**src/rtl/mc_ctrl_pkg.sv**
```systemverilog
// Shared types and encodings for the multicycle MIPS control FSM:
// state enum, opcode constants, datapath select codes and the control vector.
package mc_ctrl_pkg;

  typedef enum logic [3:0] {
    S_FETCH   = 4'd0,
    S_DECODE  = 4'd1,
    S_MEMADR  = 4'd2,
    S_MEMRD   = 4'd3,
    S_MEMWB   = 4'd4,
    S_MEMWR   = 4'd5,
    S_RTEXE   = 4'd6,
    S_RTWB    = 4'd7,
    S_ADDIEXE = 4'd8,
    S_ADDIWB  = 4'd9,
    S_BEQ     = 4'd10,
    S_JUMP    = 4'd11
  } state_t;

  localparam logic [5:0] OP_R    = 6'b000000;
  localparam logic [5:0] OP_LW   = 6'b100011;
  localparam logic [5:0] OP_SW   = 6'b101011;
  localparam logic [5:0] OP_ADDI = 6'b001000;
  localparam logic [5:0] OP_BEQ  = 6'b000100;
  localparam logic [5:0] OP_J    = 6'b000010;

  localparam logic [1:0] ALUOP_ADD   = 2'b00;
  localparam logic [1:0] ALUOP_SUB   = 2'b01;
  localparam logic [1:0] ALUOP_FUNCT = 2'b10;

  localparam logic [1:0] PCSRC_ALU    = 2'b00;
  localparam logic [1:0] PCSRC_ALUOUT = 2'b01;
  localparam logic [1:0] PCSRC_JUMP   = 2'b10;

  localparam logic [1:0] SRCB_REG      = 2'b00;
  localparam logic [1:0] SRCB_FOUR     = 2'b01;
  localparam logic [1:0] SRCB_SEXT     = 2'b10;
  localparam logic [1:0] SRCB_SEXT_SH2 = 2'b11;

  typedef struct packed {
    logic       iord;
    logic       mem_read;
    logic       mem_write;
    logic       ir_write;
    logic       pc_write;
    logic       branch;
    logic       alu_src_a;
    logic       reg_dst;
    logic       mem_to_reg;
    logic       reg_write;
    logic [1:0] pc_src;
    logic [1:0] alu_src_b;
    logic [1:0] alu_op;
  } ctrl_t;

  function automatic logic is_legal(input logic [5:0] op);
    return op inside {OP_R, OP_LW, OP_SW, OP_ADDI, OP_BEQ, OP_J};
  endfunction

endpackage

```
**src/rtl/mc_control_fsm_if.sv**
```systemverilog
// Instruction/memory status inputs and datapath control outputs of the FSM.
interface mc_control_fsm_if;
  logic [5:0] opcode;
  logic       mem_ready;
  logic       IorD;
  logic       MemRead;
  logic       MemWrite;
  logic       IRWrite;
  logic       PCWrite;
  logic       Branch;
  logic       ALUSrcA;
  logic       regDst;
  logic       MemtoReg;
  logic       regWrite;
  logic [1:0] PCSrc;
  logic [1:0] ALUSrcB;
  logic [1:0] ALUOp;
  logic       illegal_op;
  logic [3:0] state_dbg;

  modport master (
    output opcode, mem_ready,
    input  IorD, MemRead, MemWrite, IRWrite, PCWrite, Branch, ALUSrcA,
           regDst, MemtoReg, regWrite, PCSrc, ALUSrcB, ALUOp,
           illegal_op, state_dbg
  );

  modport slave (
    input  opcode, mem_ready,
    output IorD, MemRead, MemWrite, IRWrite, PCWrite, Branch, ALUSrcA,
           regDst, MemtoReg, regWrite, PCSrc, ALUSrcB, ALUOp,
           illegal_op, state_dbg
  );
endinterface

```
**src/rtl/mc_ctrl_decode.sv**
```systemverilog
// Combinational state-to-control mapping; mem_ready only qualifies the
// instruction-register and PC updates in FETCH.
module mc_ctrl_decode
  import mc_ctrl_pkg::*;
(
  input  state_t state,
  input  logic   mem_ready,
  output ctrl_t  ctrl
);

  always_comb begin
    ctrl = '0;
    case (state)
      S_FETCH: begin
        ctrl.mem_read  = 1'b1;
        ctrl.alu_src_b = SRCB_FOUR;
        ctrl.alu_op    = ALUOP_ADD;
        ctrl.pc_src    = PCSRC_ALU;
        ctrl.ir_write  = mem_ready;
        ctrl.pc_write  = mem_ready;
      end
      S_DECODE: begin
        ctrl.alu_src_b = SRCB_SEXT_SH2;
        ctrl.alu_op    = ALUOP_ADD;
      end
      S_MEMADR, S_ADDIEXE: begin
        ctrl.alu_src_a = 1'b1;
        ctrl.alu_src_b = SRCB_SEXT;
        ctrl.alu_op    = ALUOP_ADD;
      end
      S_MEMRD: begin
        ctrl.mem_read = 1'b1;
        ctrl.iord     = 1'b1;
      end
      S_MEMWB: begin
        ctrl.reg_write  = 1'b1;
        ctrl.mem_to_reg = 1'b1;
      end
      S_MEMWR: begin
        ctrl.mem_write = 1'b1;
        ctrl.iord      = 1'b1;
      end
      S_RTEXE: begin
        ctrl.alu_src_a = 1'b1;
        ctrl.alu_src_b = SRCB_REG;
        ctrl.alu_op    = ALUOP_FUNCT;
      end
      S_RTWB: begin
        ctrl.reg_write = 1'b1;
        ctrl.reg_dst   = 1'b1;
      end
      S_ADDIWB: begin
        ctrl.reg_write = 1'b1;
      end
      S_BEQ: begin
        ctrl.alu_src_a = 1'b1;
        ctrl.alu_src_b = SRCB_REG;
        ctrl.alu_op    = ALUOP_SUB;
        ctrl.branch    = 1'b1;
        ctrl.pc_src    = PCSRC_ALUOUT;
      end
      S_JUMP: begin
        ctrl.pc_write = 1'b1;
        ctrl.pc_src   = PCSRC_JUMP;
      end
      default: ctrl = '0;
    endcase
  end

endmodule

```
**src/rtl/mc_control_fsm.sv**
```systemverilog
// Multicycle MIPS control FSM: state register, next-state logic and
// the illegal-opcode pulse; control decode lives in mc_ctrl_decode.
module mc_control_fsm
  import mc_ctrl_pkg::*;
(
  input logic             clk,
  input logic             rst,
  mc_control_fsm_if.slave bus
);

  state_t state_q, state_d;
  ctrl_t  ctrl;
  logic   illegal;
  logic   run;

  always_ff @(posedge clk) begin
    if (rst) state_q <= S_FETCH;
    else     state_q <= state_d;
  end

  always_comb begin
    state_d = state_q;
    illegal = 1'b0;
    case (state_q)
      S_FETCH:  if (bus.mem_ready) state_d = S_DECODE;
      S_DECODE: begin
        case (bus.opcode)
          OP_LW, OP_SW: state_d = S_MEMADR;
          OP_R:         state_d = S_RTEXE;
          OP_ADDI:      state_d = S_ADDIEXE;
          OP_BEQ:       state_d = S_BEQ;
          OP_J:         state_d = S_JUMP;
          default:      state_d = S_FETCH;
        endcase
        illegal = !is_legal(bus.opcode);
      end
      S_MEMADR:  state_d = (bus.opcode == OP_LW) ? S_MEMRD : S_MEMWR;
      S_MEMRD:   if (bus.mem_ready) state_d = S_MEMWB;
      S_MEMWR:   if (bus.mem_ready) state_d = S_FETCH;
      S_RTEXE:   state_d = S_RTWB;
      S_ADDIEXE: state_d = S_ADDIWB;
      default:   state_d = S_FETCH;
    endcase
  end

  mc_ctrl_decode u_decode (
    .state     (state_q),
    .mem_ready (bus.mem_ready),
    .ctrl      (ctrl)
  );

  // Strobes are held off while rst is high so an interrupted access
  // (e.g. a stalled store) cannot fire during the reset cycle.
  assign run = !rst;

  assign bus.IorD       = ctrl.iord;
  assign bus.MemRead    = ctrl.mem_read  & run;
  assign bus.MemWrite   = ctrl.mem_write & run;
  assign bus.IRWrite    = ctrl.ir_write  & run;
  assign bus.PCWrite    = ctrl.pc_write  & run;
  assign bus.Branch     = ctrl.branch    & run;
  assign bus.ALUSrcA    = ctrl.alu_src_a;
  assign bus.regDst     = ctrl.reg_dst;
  assign bus.MemtoReg   = ctrl.mem_to_reg;
  assign bus.regWrite   = ctrl.reg_write & run;
  assign bus.PCSrc      = ctrl.pc_src;
  assign bus.ALUSrcB    = ctrl.alu_src_b;
  assign bus.ALUOp      = ctrl.alu_op;
  assign bus.illegal_op = illegal & run;
  assign bus.state_dbg  = state_q;

endmodule
```
**src/flat_wrapper.sv**
```systemverilog
// flat-port wrapper written by rule: the top's interface ports become plain ports
module mc_control_fsm_flat import mc_ctrl_pkg::*;
  (clk, rst, bus_opcode, bus_mem_ready, bus_IorD, bus_MemRead, bus_MemWrite, bus_IRWrite, bus_PCWrite, bus_Branch, bus_ALUSrcA, bus_regDst, bus_MemtoReg, bus_regWrite, bus_PCSrc, bus_ALUSrcB, bus_ALUOp, bus_illegal_op, bus_state_dbg);
  mc_control_fsm_if bus_i ();
  input logic clk;
  input logic rst;
  input wire logic [$bits(bus_i.opcode)-1:0] bus_opcode;
  input wire logic [$bits(bus_i.mem_ready)-1:0] bus_mem_ready;
  output wire logic [$bits(bus_i.IorD)-1:0] bus_IorD;
  output wire logic [$bits(bus_i.MemRead)-1:0] bus_MemRead;
  output wire logic [$bits(bus_i.MemWrite)-1:0] bus_MemWrite;
  output wire logic [$bits(bus_i.IRWrite)-1:0] bus_IRWrite;
  output wire logic [$bits(bus_i.PCWrite)-1:0] bus_PCWrite;
  output wire logic [$bits(bus_i.Branch)-1:0] bus_Branch;
  output wire logic [$bits(bus_i.ALUSrcA)-1:0] bus_ALUSrcA;
  output wire logic [$bits(bus_i.regDst)-1:0] bus_regDst;
  output wire logic [$bits(bus_i.MemtoReg)-1:0] bus_MemtoReg;
  output wire logic [$bits(bus_i.regWrite)-1:0] bus_regWrite;
  output wire logic [$bits(bus_i.PCSrc)-1:0] bus_PCSrc;
  output wire logic [$bits(bus_i.ALUSrcB)-1:0] bus_ALUSrcB;
  output wire logic [$bits(bus_i.ALUOp)-1:0] bus_ALUOp;
  output wire logic [$bits(bus_i.illegal_op)-1:0] bus_illegal_op;
  output wire logic [$bits(bus_i.state_dbg)-1:0] bus_state_dbg;
  assign bus_i.opcode = bus_opcode;
  assign bus_i.mem_ready = bus_mem_ready;
  assign bus_IorD = bus_i.IorD;
  assign bus_MemRead = bus_i.MemRead;
  assign bus_MemWrite = bus_i.MemWrite;
  assign bus_IRWrite = bus_i.IRWrite;
  assign bus_PCWrite = bus_i.PCWrite;
  assign bus_Branch = bus_i.Branch;
  assign bus_ALUSrcA = bus_i.ALUSrcA;
  assign bus_regDst = bus_i.regDst;
  assign bus_MemtoReg = bus_i.MemtoReg;
  assign bus_regWrite = bus_i.regWrite;
  assign bus_PCSrc = bus_i.PCSrc;
  assign bus_ALUSrcB = bus_i.ALUSrcB;
  assign bus_ALUOp = bus_i.ALUOp;
  assign bus_illegal_op = bus_i.illegal_op;
  assign bus_state_dbg = bus_i.state_dbg;
  mc_control_fsm u_core (.clk(clk), .rst(rst), .bus(bus_i));
endmodule
```
**config.mk**
```make
export PLATFORM = sky130hd
export DESIGN_NAME = mc_control_fsm_flat
export DESIGN_NICKNAME = d
export VERILOG_FILES = /design/src/rtl/mc_ctrl_pkg.sv /design/src/rtl/mc_control_fsm_if.sv /design/src/rtl/mc_ctrl_decode.sv /design/src/rtl/mc_control_fsm.sv /design/src/flat_wrapper.sv
export SDC_FILE = /design/constraint.sdc
export NUM_CORES = 1
export LEC_CHECK = 0
export ABC_CLOCK_PERIOD_IN_PS = 2050
export BUFFER_PORTS_ARGS = -buffer_cell sky130_fd_sc_hd__clkbuf_2
export CAP_MARGIN = 10
export CELL_PAD_IN_SITES_DETAIL_PLACEMENT = 0
export CELL_PAD_IN_SITES_GLOBAL_PLACEMENT = 1
export CORE_UTILIZATION = 30
export CTS_CLUSTER_DIAMETER = 100
export DETAILED_ROUTE_END_ITERATION = 16
export PLACE_DENSITY = 0.75
export SETUP_SLACK_MARGIN = 0.5
export SLEW_MARGIN = 20
export SYNTH_ARGS = -nofsm -noshare
export SYNTH_HDL_FRONTEND = slang
export SYNTH_HIERARCHICAL = 1
export SYNTH_SLANG_ARGS = --single-unit
```
**constraint.sdc**
```tcl
create_clock -name clk -period 2.05 [get_ports clk]
set_input_delay 0.3075 -clock clk [delete_from_list [all_inputs] [get_ports clk]]
set_output_delay 0.3075 -clock clk [all_outputs]
set_load 0.02 [all_outputs]
```
# After elaboration in Yosys (flattened, before gate mapping)
# Cells that the tools add are included.
# W data, S select, Z words.
# word_totals
register_bits,4
inputBits,9
out_inout_bits,21
wordCells,58
# op_classes
n_eq_ne,19
mux,19
bitwise_logic,7
reduce_logical,12
# ops
op,count
$pmux W4 S5,2
$pmux W4 S7,1
$eq A4 B3 Y1 const B,4
$eq A4 B4 Y1 const B,4
$eq A6 B6 Y1 const B,2
$mux W4,3
$mux W1,10
$eq A4 B2 Y1 const B,2
$reduce_or A2 Y1,4
$and A1 B1 Y1,7
$eq A6 B2 Y1 const B,1
$eq A6 B3 Y1 const B,1
$eq A6 B4 Y1 const B,1
$logic_not A6 Y1,1
$ne A2 B2 Y1 const B,3
$reduce_bool A6 Y1,1
$eq A4 B1 Y1 const B,1
$logic_not A4 Y1,1
$pmux W2 S2,1
$reduce_or A4 Y1,1
$mux W3,1
$reduce_and A3 Y1,1
$reduce_or A3 Y1,1
$logic_not A1 Y1,2
$pmux W1 S2,1

# Logic depth before layout (Yosys ltp)
# Gate-level depths: netlist of the first run.
# logic_depth
word_depth,5
ltp_mapped,5

# Cells and area by module
# The synthesis of the first run kept the hierarchy.
# by_module_without_submodules
module,instances,cells_per_inst,area_per_inst_um2,seq_area_each_um2
mc_control_fsm,1,56,412.9,80.1
mc_ctrl_decode,1,32,195.2,0.0

# Worst setup path after synthesis of the first run
# OpenSTA, ideal clock, no wires.
# synth_timing
path_type,register -> output
start,register u_core.state_q[3] (netlist: u_core/bus.state_dbg[3])
end,output port bus_Branch
arrival_time_ps,1704
required_time_ps,1742
slack_ps,39
path_stages_with_launch,6
path_cell_list,dfxtp_1 buf_6 nand2b_1 nor2_1 buf_4 nor2b_1
# synth_lines
element,line_no,rtl
from (decl),mc_control_fsm.sv:11,"state_t state_q, state_d;"
from (signal assigned),mc_control_fsm.sv:18,else state_q <= state_d;
to (decl),flat_wrapper.sv:14,output wire logic [$bits(bus_i.Branch)-1:0] bus_Branch;

==> impl_results.md, run 1 <==
* Mapped Area at 608 µm²
* Sw Pwr at between 0.1 and 0.15 mW
* CTS tree: yes
* Clock buffer depth at 2
* Final nets at approximately 140
* Hpwl dp at ~1200 µm
* Area after DPL at 798 µm²
* DR vias/cell at roughly 5.3
* Clock sink count at 4
* Post-place setup slack at 362 ps
* Drt pass-1 iters at 4
* Die area at ~0.0022 mm²
* Total power at 0.344 mW
* Largest net degree at the start of global routing at 13
* Tcrit/Tclk final at between 80% and 90%
* Vias in the first global route at between 600 and 700
* Total Wirelength at between 2000 and 2500 µm
* Top cells by area, synth: dfxtp_1 (13%), nor2_1 (8.0%), nand2b_1 (7.2%), nor2b_1 (7.2%), nor4_1 (4.1%)
* Final core utilization at around two thirds
* Setup WS post-layout at about 210 ps
* Placeable core region at between 0.0015 and 0.002 mm²
* Final Instance Area at 0.00118 mm²
* Max Fclk at between 500 and 600 MHz
* Syn_area_per_cell at about 6.9 µm²
* Number of max-cap violations at 0
* Combinational cell fraction of total power at between 40% and 50%
* Most frequent cells in the layout: buf_4 (22), clkbuf_2 (14), nor2_1 (7)
* Setup TNS at 0 ps
* Die Y-Extent at approximately 47 µm
* I/O pins at 30
* Seq cells post-synth at 4
* DRC viols at 0
* Pint at roughly 0.23 mW
* CP required at around 1700 ps
* Sequential share of the synthesized area at about an eighth
* Reg power frac at 24.0%
* First-pass GRT wire length at 3010 µm
* Yosys Warn Count at 6
* Setup Viol. Count Final at 0
* Worst setup EP type: output port
* Placer Congestion at roughly 0.79
* CP Class: reg -> out
* Sw Ratio at approximately a third
* Max-slew headroom at 74.1%
* Via count at between 800 and 900
* M3 GR Usage at less than 1%
* DRT antenna net count at 0
* Synth area leader: dfxtp_1
* Cell variety after synth at 38
* Minimum clock period at approximately 1800 ps
* Clock root cell: clkbuf_4
* Number of port buffers at 29
* Leak at ~0.46 nW
* Initial antenna violation count at 0
* Multi-input gate area at 658 µm²
* Ant diodes at 0
* Width of the die at roughly 47 µm
* H-tree levels at 1
* Syn Nets at 97
* Clock Power Share at between 20 and 30%
* Gr ovfl total at 0
* Drt wl/cell at between 10 and 15 µm
* Worst skew pair latency at 230 ps
* Fin. max-slew vios at 0
* # rows at 15
* Share of layout cells above drive strength 1 at roughly 63%
* P&R area growth vs syn at 94.2%
* Initial core utilization at 33.4%
* Register area at between 90 and 100 µm²
* 1st-iter DRT viols at 19
* Outcome: finished clean
* Slew @ Worst Pin at about 380 ps
* CTS Buf Count at 3
* RSZ-0062 raised after global routing: yes
* Clock skew at approximately 2.3 ps
* Hold crit path type: in -> reg
* Critical path launch point type: flop
* Syn Inst Count at 88
* PwrDens at between 200 and 300 mW/mm²
* M2 GR Usage at between 30% and 40%
* Worst VDD drop at just under 0.3 mV
* Post-cts hold buffer count at 0
* Arrival @ worst endpoint at around 1500 ps
* GR Util met1 at 25.6%
* Crit Path Max Fanout at 4
* Top-area cell type share of the netlist area at 13.2%
* Clock-pin slew on the worst setup and hold paths at approximately 40 ps
* GRT Overall Usage at between 10% and 20%
* Number of flip-flops in the largest register at 4
* Fillers at roughly 160
* Fin. Hold Viols at 0
* Most Crowded Layer GR: met2
* Commonest non-fill, non-tap cell in the layout: buf_4
## layer usage
metal | part of all wire (%) | vias to the layer above
li1 | - | 406
met5 | 0 | -
met2 | 51 | 30
met4 | 0 | 0
met3 | 4.0 | 0
met1 | 45 | 394
## layout make-up
cell class	instances	area share [%]
multi-input cells	76	55.7
repair buffers	48	31.7
flip-flops and latches	4	8.05
well taps	25	2.65
clock buffers	3	1.91
## critical path: stages, from the launching register on
cell and delay (ps):
dfxtp_4 350, or2_2 360, nor4b_2 280, nor2b_4 170
buf_4 140
## final timing paths
check | startpoint | to | slack [ps] | cells after the start
hold / removal | bus_opcode[1] | u_core/bus.state_dbg[0] | 430 | 3
setup / recovery | u_core/bus.state_dbg[1] | bus_IRWrite | 210 | 4
setup reg to reg | u_core/bus.state_dbg[1] | u_core/bus.state_dbg[2] | 430 | 5
hold reg to reg | u_core/bus.state_dbg[2] | u_core/bus.state_dbg[3] | 650 | 2
## timing repair
item	4_1_cts	5_1_grt
pin swaps	6	7
buffers inserted	8	7
gates resized for setup	28	44
cloned	1	0
setup endpoints to repair	16	19
## synthesized netlist by cell type
master and count:
or3_1 1, clkbuf_1 2, nor4_1 4, buf_6 2
o22a_1 1, nor4b_1 2, nor3_1 4, a31oi_1 1
or2b_1 1, a21oi_1 4, or4_1 1, a32o_1 1
a211o_1 1, dfxtp_1 4, o2bb2ai_1 1, nand3_1 2
nor2_1 13, o21ai_0 3, o2111ai_1 1, a21boi_0 1
nor3b_1 1, or4b_1 1, nand2_1 5, mux2_2 1
a311oi_2 1, nand4b_1 1, nand2b_1 7, o22ai_1 1
nor2b_1 7, nand3b_1 2, a2bb2oi_1 1, buf_4 1
xnor2_1 1, a311o_1 1, buf_2 3, a21o_1 1
or2_2 1, xor2_1 2
## metrics by stage
step	hold WS [ps]	std cells
floorplan	478	88
global placement	561	137
detailed placement	565	137
CTS	413	149
global route	480	156
finish	430	156
## cells by family (layout without fill, tap and decap cells)
kind of cell | count (synthesis) | after routing | synth area share, %
AND/OR/NAND/NOR | 53 | 53 | 48.8
multiplexers | 1 | 1 | 1.85
buffers and inverters | 8 | 51 | 8.64
AO/OA/AOI/OAI | 19 | 19 | 23.3
flip-flops | 4 | 4 | 13.2
XOR/XNOR | 3 | 3 | 4.32
## power by group through the flow
stage / sequential, mW / clock [mW] / combinational (mW)
4_1_cts: 0.0849 / 0.101 / 0.130
6_report: 0.0828 / 0.0935 / 0.168
3_5_place_dp: 0.0910 / 0 / 0.106
5_1_grt: 0.0835 / 0.102 / 0.179
3_3_place_gp: 0.0903 / 0 / 0.105
2_1_floorplan: 0.0859 / 0 / 0.0759
(Power assumes the default switching activity.)
==> inputs of run 2 (changes only) <==
SETUP_SLACK_MARGIN = 0.15   (was 0.5)
==> run 2 against run 1 <==
Clock-buffer cell count is the same. Non-clock buffer count decreased by 14. Largest power group unchanged. Critical endpoint is now bus_PCWrite. Fmax shrank 1.5%. Wire length down 26%. Final cell count is 9.0% lower. Combinational power is 36% lower. Clock power is 8% higher. Clock skew is essentially flat. Core utilization decreased by 20 points. Design area fell by 30%. Sequential cell count unchanged. Sequential share of layout area is 2.9 points higher.
==> impl_results.md, run 2 (synthesis results as in run 1) <==
* Endpoint of the most critical register-to-register path: u_core/bus.state_dbg[2] (unchanged)
* Post-cts hold buffer count at 0 (unchanged)
* Hold_sp: rst (was bus_opcode[1])
* Fin. max-slew vios at 0 (unchanged)
* Worst skew pair latency at 240 ps (was 230 ps)
* Gr ovfl total at 0 (unchanged)
* Clock sink count at 4 (unchanged)
* DRC viols at 0 (unchanged)
* First-pass GRT wire length at 2570 µm (was 3010 µm)
* Ant diodes at 0 (unchanged)
* PwrDens at 358 mW/mm² (was 291 mW/mm²)
* Drt pass-1 iters at 4 (unchanged)
* Reg2Reg Depth at 5 (unchanged)
* Hold worst-path end: u_core/bus.state_dbg[2] (was u_core/bus.state_dbg[0])
* H-tree levels at 1 (unchanged)
* CP Cell Sequence: or4b_1 > a21oi_2 > nor2b_1 > clkbuf_4 (was or2_2 > nor4b_2 > nor2b_4 > buf_4)
* Reg-to-reg startpoint: u_core/bus.state_dbg[2] (was u_core/bus.state_dbg[1])
* # rows at 15 (unchanged)
* Crit-path slowest cell: or4b_1 (was or2_2)
* P&R area growth vs syn at 35.6% (was 94.2%)
* RSZ-0062 raised after global routing: yes (unchanged)
* Hold path depth at 2 (was 3)
* Width of the die at 47.0 µm (unchanged)
* Clock buffer depth at 2 (unchanged)
* Hpwl dp at 1190 µm (about the same)
* GRT Overall Usage at 16.4% (was 19.0%)
* Via count at 749 (was 830)
* Final core utilization at 45.3% (was 64.9%)
* Clock skew at 2.57 ps (was 2.30 ps)
* DRT antenna net count at 0 (unchanged)
* Arrival @ worst endpoint at 1560 ps (was 1530 ps)
* CTS tree: yes (unchanged)
* CP required at 1740 ps (about the same)
* Final nets at 128 (was 142)
* R2r setup slk at 490 ps (was 430 ps)
* Max-slew headroom at 76.0% (was 74.1%)
* Drt wl/cell at 11.4 µm (was 14.0 µm)
* Vias in the first global route at 602 (was 665)
* Critical path launch point type: flop (unchanged)
* Placeable core region at 0.00182 mm² (unchanged)
* Setup Viol. Count Final at 0 (unchanged)
* Setup TNS at 0 ps (unchanged)
* Outcome: finished clean (unchanged)
* Slew @ Worst Pin at 355 ps (was 385 ps)
* Slowest cell delay on critical path at 520 ps (was 360 ps)
* Crit Path Max Fanout at 13 (was 4)
* Die area at 0.00221 mm² (unchanged)
* Tcrit/Tclk final at 91.0% (was 89.6%)
* Leak at 0.333 nW (was 0.462 nW)
* Most frequent cells in the layout: clkbuf_2 (28), nor2_1 (12), nor2b_1 (7), nand2b_1 (7) (was buf_4 (22), clkbuf_2 (14), nor2_1 (7))
* Number of port buffers at 29 (unchanged)
* Total Wirelength at 1620 µm (was 2190 µm)
* Number of max-cap violations at 0 (unchanged)
* Commonest non-fill, non-tap cell in the layout: clkbuf_2 (was buf_4)
* Clock-pin slew on the worst setup and hold paths at 40 ps (about the same)
* Clock root cell: clkbuf_4 (unchanged)
* Number of flip-flops in the largest register at 4 (unchanged)
* 1st-iter DRT viols at 12 (was 19)
* CP Class: reg -> out (unchanged)
* Worst setup EP type: output port (unchanged)
* Fin. Hold Viols at 0 (unchanged)
* DR vias/cell at 5.27 (was 5.32)
* Worst VDD drop at 0.296 mV (was 0.291 mV)
* Initial core utilization at 33.4% (unchanged)
* Placer Congestion at 0.795 (was 0.789)
* Minimum clock period at 1860 ps (was 1840 ps)
* I/O pins at 30 (unchanged)
* Max Fclk at 536 MHz (was 544 MHz)
* CTS Buf Count at 3 (unchanged)
* Die Y-Extent at 47.0 µm (unchanged)
* Largest net degree at the start of global routing at 15 (was 13)
* Hold crit path type: in -> reg (unchanged)
* Share of layout cells above drive strength 1 at 41.0% (was 62.6%)
* Initial antenna violation count at 0 (unchanged)
run 2: changes by cell type in the layout (fill, tap and decap cells not counted), moves of 3 or more:
cell and change:
nand2b_4 -5, buf_6 -6, nand2b_1 +5, buf_4 -17, buf_8 -3, nor2_1 +5
clkbuf_2 +14, nor2b_4 -3, nor2b_1 +4, nor2_4 -4
run 2: critical path, delay by kind of cell, from the launching register on:
family                 cells  cell delay, ps
and+or+nand+nor            2             650
AOI/OAI and AO/OA          1             120
DFF                        1             370
buffers and inverters      1             170
run 2: per-stage QoR:
step	worst slack [ps]	power, mW	hold slack [ps]	cells	cell area [µm²]
floorplan	187	0.157	485	88	612
global placement	360	0.191	671	137	758
detailed placement	337	0.192	670	137	758
CTS	165	0.301	410	142	803
global route	83.9	0.317	425	142	825
finish	185	0.295	404	142	825
run 2: what timing repair did:
action	in CTS	in global routing
hold endpoints to repair	0	0
resized for setup	4	5
endpoints found under the setup margin	5	4
buffers inserted	2	0
run 2: metal layers:
layer  vias to the layer above  GRT usage, %  routed length, µm
met3                         4          5.00                 97
met1                       336          21.8                791
met4                         0          8.00                 25
li1                        384             -                  -
met5                         -             0                  0
met2                        25          24.2                708
run 2: worst max-delay path by stage:
stage	startpoint	endpoint	slack, ps
CTS	u_core/bus.state_dbg[1]	bus_PCWrite	160
floorplan	u_core/bus.state_dbg[1]	bus_PCWrite	190
global placement	u_core/bus.state_dbg[1]	bus_regWrite	360
detailed placement	u_core/bus.state_dbg[1]	bus_regWrite	340
global route	u_core/bus.state_dbg[1]	bus_PCWrite	80
finish	u_core/bus.state_dbg[1]	bus_PCWrite	190
run 2: final cells by class:
cell class	count	area [µm²]
flip-flops and latches	4	90.1
well taps	25	31.3
multi-input cells	76	495
clock buffers	3	22.5
repair buffers	34	185
fillers	192	996
run 2: power breakdown:
part           switching (mW)  total (mW)  internal, mW
clock                  0.0358       0.101        0.0657
combinational          0.0615       0.107        0.0456
sequential            0.00777      0.0867        0.0790
==> inputs of run 3 (changes only) <==
ABC_AREA = 1   (was default)
CORE_MARGIN = 2   (was default)
CORE_UTILIZATION = 27   (was 30)
PLACE_DENSITY = 0.74   (was 0.75)
==> run 3 against run 2 <==
Clock-buffer cell count is the same. Via count grew 5.7%. Critical path depth grew 3. Critical path type unchanged. Critical endpoint is now bus_regWrite. Highest routed layer is now met3.
==> impl_results.md, run 3 <==
* Drt pass-1 iters at 4 (unchanged)
* Top-area cell type share of the netlist area at 18.7% (was 13.2%)
* Max-slew headroom at 79.5% (was 76.0%)
* Setup Viol. Count Final at 0 (unchanged)
* Endpoint of the most critical register-to-register path: u_core/bus.state_dbg[2] (unchanged)
* Sequential share of the synthesized area at 12.9% (was 13.2%)
* Count leader, synth: nor2_1 (unchanged)
* R2r setup slk at 770 ps (was 490 ps)
* Cell depth of the worst setup path at 7 (was 4)
* Top cells by area, synth: nor2_1 (19%), nand2_1 (16%), inv_1 (14%), dfxtp_1 (13%), nand3_1 (8.8%) (was dfxtp_1 (13%), nor2_1 (8.0%), nand2b_1 (7.2%), nor2b_1 (7.2%), nor4_1 (4.1%))
* Leak at 0.498 nW (was 0.333 nW)
* Syn_area_per_cell at 4.95 µm² (was 6.91 µm²)
* Sw Pwr at 0.102 mW (was 0.105 mW)
* First-pass GRT wire length at 2820 µm (was 2570 µm)
* DR vias/cell at 4.30 (was 5.27)
* Largest net degree at the start of global routing at 13 (was 15)
* Placeable core region at 0.00219 mm² (was 0.00182 mm²)
* Minimum clock period at 1670 ps (was 1860 ps)
* DRT antenna net count at 0 (unchanged)
* Reg-to-reg startpoint: u_core/bus.state_dbg[3] (was u_core/bus.state_dbg[2])
* Synth top cells by count: nor2_1 (31), nand2_1 (27), inv_1 (24), nand3_1 (11) (was nor2_1 (13), nand2b_1 (7), nor2b_1 (7), nand2_1 (5))
* Worst skew pair latency at 230 ps (was 240 ps)
* Primary FF master, synth: dfxtp_1 (unchanged)
* Fin. max-slew vios at 0 (unchanged)
* Total Wirelength at 1580 µm (was 1620 µm)
* RSZ-0062 raised after global routing: no (was yes)
* Gr ovfl total at 0 (unchanged)
* PwrDens at 350 mW/mm² (was 358 mW/mm²)
* Combinational cell fraction of total power at 35.3% (was 36.3%)
* Ys async rst share at 0% (unchanged)
* Number of port buffers at 29 (unchanged)
* Share of layout cells above drive strength 1 at 30.1% (was 41.0%)
* Hold crit path type: in -> reg (unchanged)
* Slowest cell delay on critical path at 460 ps (was 520 ps)
* Hold WS at 421 ps (was 404 ps)
* Final core utilization at 37.0% (was 45.3%)
* Critical path's top delay family: flip-flops (was simple AND/OR/NAND/NOR gates)
* Crit-path slowest cell: dfxtp_2 (was or4b_1)
* Mapped Area at 623 µm² (was 608 µm²)
* Slew @ Worst Pin at 307 ps (was 355 ps)
* Number of max-cap violations at 0 (unchanged)
* Drt wl/cell at 8.60 µm (was 11.4 µm)
* Clock Power Share at 34.0% (was 34.4%)
* Post-cts hold buffer count at 0 (unchanged)
* Vias in the first global route at 700 (was 602)
* Yosys Warn Count at 6 (unchanged)
* CP Class: reg -> out (unchanged)
* Die area at 0.00271 mm² (was 0.00221 mm²)
* Initial antenna violation count at 0 (unchanged)
* DRC viols at 0 (unchanged)
* CP Cell Sequence: nand2_1 > inv_1 > nand2_1 > nand3_1 > inv_1 > nor2_1 > clkbuf_2 (was or4b_1 > a21oi_2 > nor2b_1 > clkbuf_4)
* Sw Ratio at 36.1% (was 35.6%)
* Via count at 792 (was 749)
* Pint at 0.181 mW (was 0.190 mW)
* Total power at 0.283 mW (was 0.295 mW)
* Seq cells post-synth at 4 (unchanged)
* Arrival @ worst endpoint at 1370 ps (was 1560 ps)
* Width of the die at 52.0 µm (was 47.0 µm)
* Reg power frac at 30.7% (was 29.4%)
* Cell variety after synth at 20 (was 38)
* Clock skew at 0.667 ps (was 2.57 ps)
* CTS Buf Count at 3 (unchanged)
* Hpwl dp at 1310 µm (was 1190 µm)
* Clock-pin slew on the worst setup and hold paths at 40 ps (about the same)
* H-tree levels at 1 (unchanged)
* Ant diodes at 0 (unchanged)
* Clock buffer depth at 2 (unchanged)
* Final Instance Area at 810 µm² (was 825 µm²)
* Commonest non-fill, non-tap cell in the layout: nor2_1 (was clkbuf_2)
* Syn Nets at 135 (was 97)
* Initial core utilization at 28.4% (was 33.4%)
* Placer Congestion at 0.795 (about the same)
* Most frequent cells in the layout: nor2_1 (31), clkbuf_2 (29), nand2_1 (27) (was clkbuf_2 (28), nor2_1 (12), nor2b_1 (7), nand2b_1 (7))
* Clock root cell: clkbuf_4 (unchanged)
* Area after DPL at 785 µm² (was 758 µm²)
* Die Y-Extent at 52.0 µm (was 47.0 µm)
* Critical path origin: u_core/bus.state_dbg[1] (unchanged)
* GRT Overall Usage at 13.4% (was 16.4%)
* Clock sink count at 4 (unchanged)
* Syn Inst Count at 126 (was 88)
* P&R area growth vs syn at 29.9% (was 35.6%)
* Reg2Reg Depth at 6 (was 5)
* I/O pins at 30 (unchanged)
* Tcrit/Tclk final at 81.7% (was 91.0%)
* Worst setup EP type: output port (unchanged)
* Crit Path Max Fanout at 12 (was 13)
* Worst Path Buf+Inv at 3 (was 1)
* CTS tree: yes (unchanged)
* Fin. Hold Viols at 0 (unchanged)
* 1st-iter DRT viols at 26 (was 12)
* CP required at 1740 ps (about the same)
* Crit path to: bus_regWrite (was bus_PCWrite)
* # rows at 17 (was 15)
* Setup TNS at 0 ps (unchanged)
* Number of flip-flops in the largest register at 4 (unchanged)
* Final nets at 167 (was 128)
* Synth area leader: nor2_1 (was dfxtp_1)
* Critical path launch point type: flop (unchanged)
* Outcome: finished clean (unchanged)
* Worst VDD drop at 0.227 mV (was 0.296 mV)
* Post-synth EDFFs at 0 (unchanged)
* Max Fclk at 597 MHz (was 536 MHz)
run 3: cell count changes after synthesis, moves of 5 or more:
cell	change
inv_1	+24
inv_2	+5
nand2_1	+22
nand2b_1	-7
nand3_1	+9
nor2_1	+18
nor2b_1	-7
run 3: cells by family after synthesis:
kind of cell           Yosys count  synth area share, %
DFF                              4                 12.9
buffers and inverters           31                 20.5
AOI/OAI and AO/OA               14                 13.1
and+or+nand+nor                 77                 53.6
run 3: worst min-delay path by stage:
stage,startpoint,to,slack [ps],depth (start not counted)
after floorplan,rst,u_core/bus.state_dbg[2],490,2
after global placement,u_core/bus.state_dbg[3],u_core/bus.state_dbg[3],620,2
after detailed placement,u_core/bus.state_dbg[3],u_core/bus.state_dbg[3],620,2
after CTS,rst,u_core/bus.state_dbg[2],420,2
after global routing,rst,u_core/bus.state_dbg[2],430,2
final,rst,u_core/bus.state_dbg[2],420,2
run 3: per-stage QoR:
stage / instances / setup slack (ps)
2_1_floorplan: 126 / 220
3_3_place_gp: 181 / 471
3_5_place_dp: 181 / 425
4_1_cts: 184 / 168
5_1_grt: 184 / 211
6_report: 184 / 375
run 3: worst reg2reg max path, stage by stage (launching register included):
cell	delay, ps
dfxtp_1	490
nor2_1	110
inv_1	100
a21oi_1	50
o21ai_0	230
nand2_1	100
a21oi_2	130
run 3: cell type report:
class | count | area [µm²]
well taps | 28 | 35.0
inverters | 29 | 109
fillers | 259 | 1380
multi-input cells | 91 | 415
repair buffers | 29 | 145
clock buffers | 3 | 22.5
flip-flops and latches | 4 | 82.6
run 3: what timing repair did:
action,4_1_cts,5_1_grt
buffers inserted,0,0
resized for setup,0,2
endpoints found under the setup margin,0,5
run 3: layer usage:
| metal | part of all wire, % | vias to the layer above | global-route usage, % |
|---|---|---|---|
| met2 | 41 | 29 | 21.1 |
| met4 | 0 | 0 | 2.63 |
| met3 | 7.5 | 0 | 3.74 |
| met1 | 51 | 321 | 18.2 |
| li1 | - | 442 | - |
| met5 | 0 | - | 0 |
run 3: power by group through the flow:
stage	logic (mW)	clock network, mW	registers, mW
after floorplan	0.0687	0	0.0900
after global placement	0.102	0	0.0878
after detailed placement	0.101	0	0.0880
after CTS	0.101	0.0997	0.0867
after global routing	0.115	0.108	0.0879
final	0.100	0.0964	0.0870
